### config.mk
export PLATFORM = sky130hd
export DESIGN_NAME = reg_slice
export DESIGN_NICKNAME = d
export VERILOG_FILES = /design/src/rtl/reg_slice.sv
export SDC_FILE = /design/constraint.sdc
export NUM_CORES = 1
export LEC_CHECK = 0
export BUFFER_PORTS_ARGS = -buffer_cell sky130_fd_sc_hd__buf_2
export CAP_MARGIN = 15
export CELL_PAD_IN_SITES_DETAIL_PLACEMENT = 0
export CELL_PAD_IN_SITES_GLOBAL_PLACEMENT = 1
export CORE_ASPECT_RATIO = 1.75
export CORE_UTILIZATION = 40
export CTS_CLUSTER_SIZE = 20
export DETAILED_ROUTE_END_ITERATION = 12
export PLACE_DENSITY_LB_ADDON = 0.15
export REMOVE_ABC_BUFFERS = 1
export SYNTH_ARGS = -nofsm -noshare
export SYNTH_HDL_FRONTEND = slang
export SYNTH_SLANG_ARGS = --single-unit
export TNS_END_PERCENT = 100
### constraint.sdc
create_clock -name clk -period 1.65 [get_ports clk]
set_clock_uncertainty 0.1 [all_clocks]
set_input_delay 0.0825 -clock clk [delete_from_list [all_inputs] [get_ports clk]]
set_output_delay 0.0825 -clock clk [all_outputs]
set_load 0.02 [all_outputs]
### src/rtl/reg_slice.sv
// -----------------------------------------------------------------------------
// reg_slice
// Two-entry valid/ready register slice (main + skid register). Every handshake
// output comes straight from a flop, so the slice breaks timing on both the
// forward (valid/data) and the backward (ready) paths.
//
// Optional feature: define REG_SLICE_PERF_EN to add the xfer_cnt output, a
// 32-bit wrapping count of downstream transfers.
//
// Ports
//   clk       in   clock, all state changes on its rising edge
//   rst_n     in   asynchronous active-low reset
//   flush     in   synchronous clear of all held entries
//   s_valid   in   upstream payload valid
//   s_data    in   upstream payload [BITWIDTH]
//   s_ready   out  slice can accept (flop)
//   m_valid   out  downstream payload valid (flop)
//   m_data    out  downstream payload [BITWIDTH] (flop, the main register)
//   m_ready   in   downstream can accept
//   occ       out  number of held entries, 0..2 (flop)
//   xfer_cnt  out  downstream transfer count [32] (REG_SLICE_PERF_EN only)
// -----------------------------------------------------------------------------
module reg_slice #(
    parameter int unsigned BITWIDTH = 32
) (
    input  logic                clk,
    input  logic                rst_n,
    input  logic                flush,
    input  logic                s_valid,
    input  logic [BITWIDTH-1:0] s_data,
    output logic                s_ready,
    output logic                m_valid,
    output logic [BITWIDTH-1:0] m_data,
    input  logic                m_ready,
    output logic [1:0]          occ
`ifdef REG_SLICE_PERF_EN
    ,
    output logic [31:0]         xfer_cnt
`endif
);

    localparam int unsigned OCC_W = 2;

    typedef enum logic [1:0] {
        ST_EMPTY = 2'd0,
        ST_ONE   = 2'd1,
        ST_TWO   = 2'd2
    } state_t;

    state_t                state_q;
    state_t                state_d;
    logic [BITWIDTH-1:0]   skid_q;
    logic [BITWIDTH-1:0]   skid_d;
    logic [BITWIDTH-1:0]   main_d;
    logic                  s_ready_d;
    logic                  m_valid_d;
    logic [OCC_W-1:0]      occ_d;
    logic                  s_fire;
    logic                  m_fire;

    // Handshake events, evaluated from the registered valid/ready flops.
    assign s_fire = s_valid & s_ready;
    assign m_fire = m_valid & m_ready;

    // State, payload and registered handshake outputs.
    always_ff @(posedge clk or negedge rst_n) begin
        if (!rst_n) begin
            state_q <= ST_EMPTY;
            m_data  <= '0;
            skid_q  <= '0;
            s_ready <= 1'b1;
            m_valid <= 1'b0;
            occ     <= '0;
        end else begin
            state_q <= state_d;
            m_data  <= main_d;
            skid_q  <= skid_d;
            s_ready <= s_ready_d;
            m_valid <= m_valid_d;
            occ     <= occ_d;
        end
    end

    // Next state, register loads, and next-cycle handshake outputs.
    always_comb begin
        state_d   = state_q;
        main_d    = m_data;
        skid_d    = skid_q;
        s_ready_d = 1'b1;
        m_valid_d = 1'b0;
        occ_d     = '0;

        unique case (state_q)
            ST_EMPTY: begin
                if (s_fire) begin
                    main_d  = s_data;
                    state_d = ST_ONE;
                end
            end
            ST_ONE: begin
                if (s_fire && m_fire) begin
                    // Pass-through: new word replaces the one leaving.
                    main_d = s_data;
                end else if (s_fire) begin
                    skid_d  = s_data;
                    state_d = ST_TWO;
                end else if (m_fire) begin
                    state_d = ST_EMPTY;
                end
            end
            ST_TWO: begin
                // s_ready is low here, so only the downstream side can move.
                if (m_fire) begin
                    main_d  = skid_q;
                    state_d = ST_ONE;
                end
            end
            default: begin
                state_d = ST_EMPTY;
            end
        endcase

        // Flush wins over every fire event; accepted words are dropped and
        // the data registers are left as they were.
        if (flush) begin
            state_d = ST_EMPTY;
            main_d  = m_data;
            skid_d  = skid_q;
        end

        // Outputs are a pure function of the state being entered.
        unique case (state_d)
            ST_EMPTY: begin
                s_ready_d = 1'b1;
                m_valid_d = 1'b0;
                occ_d     = OCC_W'(0);
            end
            ST_ONE: begin
                s_ready_d = 1'b1;
                m_valid_d = 1'b1;
                occ_d     = OCC_W'(1);
            end
            ST_TWO: begin
                s_ready_d = 1'b0;
                m_valid_d = 1'b1;
                occ_d     = OCC_W'(2);
            end
            default: begin
                s_ready_d = 1'b1;
                m_valid_d = 1'b0;
                occ_d     = OCC_W'(0);
            end
        endcase
    end

`ifdef REG_SLICE_PERF_EN
    localparam int unsigned CNT_W = 32;

    // Downstream transfer counter; wraps naturally at 2^32.
    always_ff @(posedge clk or negedge rst_n) begin
        if (!rst_n) begin
            xfer_cnt <= '0;
        end else if (flush) begin
            xfer_cnt <= '0;
        end else if (m_fire) begin
            xfer_cnt <= xfer_cnt + CNT_W'(1);
        end
    end
`endif

`ifndef SYNTHESIS
    // Flag outputs must always agree with the occupancy count.
    a_valid_occ: assert property (@(posedge clk) disable iff (!rst_n)
        m_valid == (occ != 2'd0));
    a_ready_occ: assert property (@(posedge clk) disable iff (!rst_n)
        s_ready == (occ != 2'd2));
    // A stalled word must not change underneath the consumer.
    a_stall_stable: assert property (@(posedge clk) disable iff (!rst_n)
        (m_valid && !m_ready && !flush) |=> (m_valid && $stable(m_data)));
`endif

endmodule

==> run metrics <==
outcome=finished with violations; failing checks=design-rule violations, negative setup slack; DIE AREA=0.00860 mm2; post-route setup TNS=-10.21 ns; Layout fillers=626; total CTS buffers=9; endpoints failing setup=64; IO Pins=73; Placer Congestion=0.754; slowest CP cell=dfstp_2; HPWL Detailed=4.15 mm; fmax=0.537 GHz; area fraction of the dominant cell type after synthesis=52.5%; Clock Path Buffers=2; initial antenna violation count=0; Total Power=7.38 mW; TritonCTS clock tree=done; Worst slew margin=between 60% and 70%; Pre-antenna DRT Iters=8; Final Core Density=59.6%; CORE AREA=around 0.0080 mm2; worst-path fanout max=6; drc violations=12; IO buf count=a little over 70; Buffers & Inverters on Critical Path=2; post-DR vias/cell=4.87; Yosys cell types=21; Hold Crit Class=input port to flop; post-synth top area cell=dfrtp_1; max_cap viols=0; clock latency on the worst-skew pair=0.33 ns; Starting Density=41.3%; drt initial violations=slightly below 90; antenna violation net count after detailed routing=0; Yosys warning count=0; CP Launch Type=flop; Worst EP required=between 1.5 and 2 ns; commonest cells after routing, fill and taps aside=buf_2 (72), dfrtp_1 (69), mux2_4 (62); period utilization=113%; Netlist Area Pre-Place=0.00329 mm2; top post-synthesis cells by area=dfrtp_1 (53%), mux2_4 (19%), mux2_2 (18%); Seq cells post-synth=70; crit path kind=flop to flop; slew at the pin with the worst max-slew slack=0.543 ns; CTS H-tree depth=3; Post-layout nets=368; post-place setup slack=-0.191 ns; crit path DAT=between 1.5 and 2 ns; die width=70.5 um; Fin. Hold Viols=0; critical path's largest stage delay=0.52 ns; leakage power=2.33 nW; drt total wl=7.21 mm; routed via count=2061; crit-path cells=and3b_2 -> o21bai_4 -> a21oi_4 -> buf_6 -> clkbuf_16 -> mux2_4; Overflow after GRT=0; Worst-path clk slew=0.05 ns; endpoint class of the critical path=flop; height of the die=122 um; Syn Area/Cell=16.4 um2; vias in the first global route=2139; antenna cells=0; Min Clock Period, post-route=roughly 1.9 ns; Pins Over Slew Limit=0; Sinks on Clock Net=70; most common cell after layout, fill and taps aside=buf_2; area growth from synthesis to layout=44.4%; post-synthesis sequential area ratio=53.3%; CP delay by family, top=flip-flops; Peak VDD IR=0.000758 V; first-pass GRT wire length=10.4 mm; layout cell share with drive strength beyond 1=between 60 and 70%; RSZ-0062 raised after global routing=yes; row cnt=43; Min Hold Slack=about 0.08 ns; Root Buffer=clkbuf_16; GRT Total Usage=roughly 16%; Setup WS post-layout=-0.211 ns; Cells after Synth=200; pin count of the biggest net entering global routing=45; wire per inst=17.0 um; PwrDens=1550 mW/mm2
[final cells by class]
cell class	instances	area, um2	area share, %
Multi-Input combinational cell	117	1510	31.9
Sequential cell	70	1750	36.9
Clock buffer	13	260	5.48
Inverter	3	11.3	0.237
Timing Repair Buffer	127	1050	22.2
Clock inverter	3	42.5	0.896
Tap cell	90	113	2.37
[per-layer routing]
layer	vias up	wire (um)	global-route usage (%)
met3	8	332	5.21
met2	52	3470	25.7
li1	970	-	-
met4	0	126	7.88
met1	1031	3280	20.3
met5	-	0	0
[kinds of logic (layout without fill, tap and decap cells)]
family                     count (synthesis)  after routing  synth area share [%]
muxes                                     96             96                  37.7
buffers and inverters                     13            146                  3.77
DFF                                       70             70                  53.3
AOI/OAI and AO/OA                          7              7                  1.90
adders and majority gates                  3              3                  1.14
and+or+nand+nor                           11             11                  2.21
[worst min-delay path, cell delays in order]
cell	delay, ns
buf_2	0.15
nor3_2	0.07
a21o_1	0.16
[power breakdown]
| part | internal, mW | switching [mW] |
|---|---|---|
| Clock | 1.25 | 0.710 |
| Sequential | 2.46 | 0.407 |
| Combinational | 1.51 | 1.03 |
| Total | 5.22 | 2.15 |
[Yosys cell counts, drive strengths merged]
cell type	n
nand2	3
nand3	1
nand2b	1
a21o	1
dfstp	1
o21ai	2
nor2	2
and3b	1
nor2b	1
nor3	1
dfrtp	69
inv	3
and2	1
buf	10
mux2	96
a21oi	3
ha	3
o21bai	1
[state kept, by name, summed over array words and instances (netlist names)]
signal   flops
m_data      32
s_ready      1
state_q      2
occ          2
skid_q      32
m_valid      1
[metrics by stage]
stage / cells / area (um2)
detailed placement: 364 / 3820
finish: 423 / 4750
CTS: 413 / 4460
global route: 423 / 4750
global placement: 364 / 3820
floorplan: 190 / 3180
[timing repair]
item | CTS | global route
hold endpoints to repair | 101 | 0
setup buffers | 0 | 2
gates resized for setup | 2 | 26
hold buffers | 33 | 0
endpoints found under the setup margin | 66 | 66
gates cloned | 0 | 8
pin swaps | 0 | 4
[path summary, 6_finish.rpt]
path,from,end,slack (ns),cells after the start
max,s_ready$_DFF_PN1_,m_data[26]$_DFFE_PN0P_,-0.21,6
min,flush,state_q[0]$_DFF_PN0_,0.08,3
max reg2reg,s_ready$_DFF_PN1_,m_data[26]$_DFFE_PN0P_,-0.21,6
min reg2reg,skid_q[7]$_DFFE_PN0P_,skid_q[7]$_DFFE_PN0P_,0.40,1
max in group asynchronous,rst_n,s_ready$_DFF_PN1_,0.77,3
min in group asynchronous,rst_n,skid_q[11]$_DFFE_PN0P_,0.09,2
No activity file was read; power rests on OpenSTA's default activity.
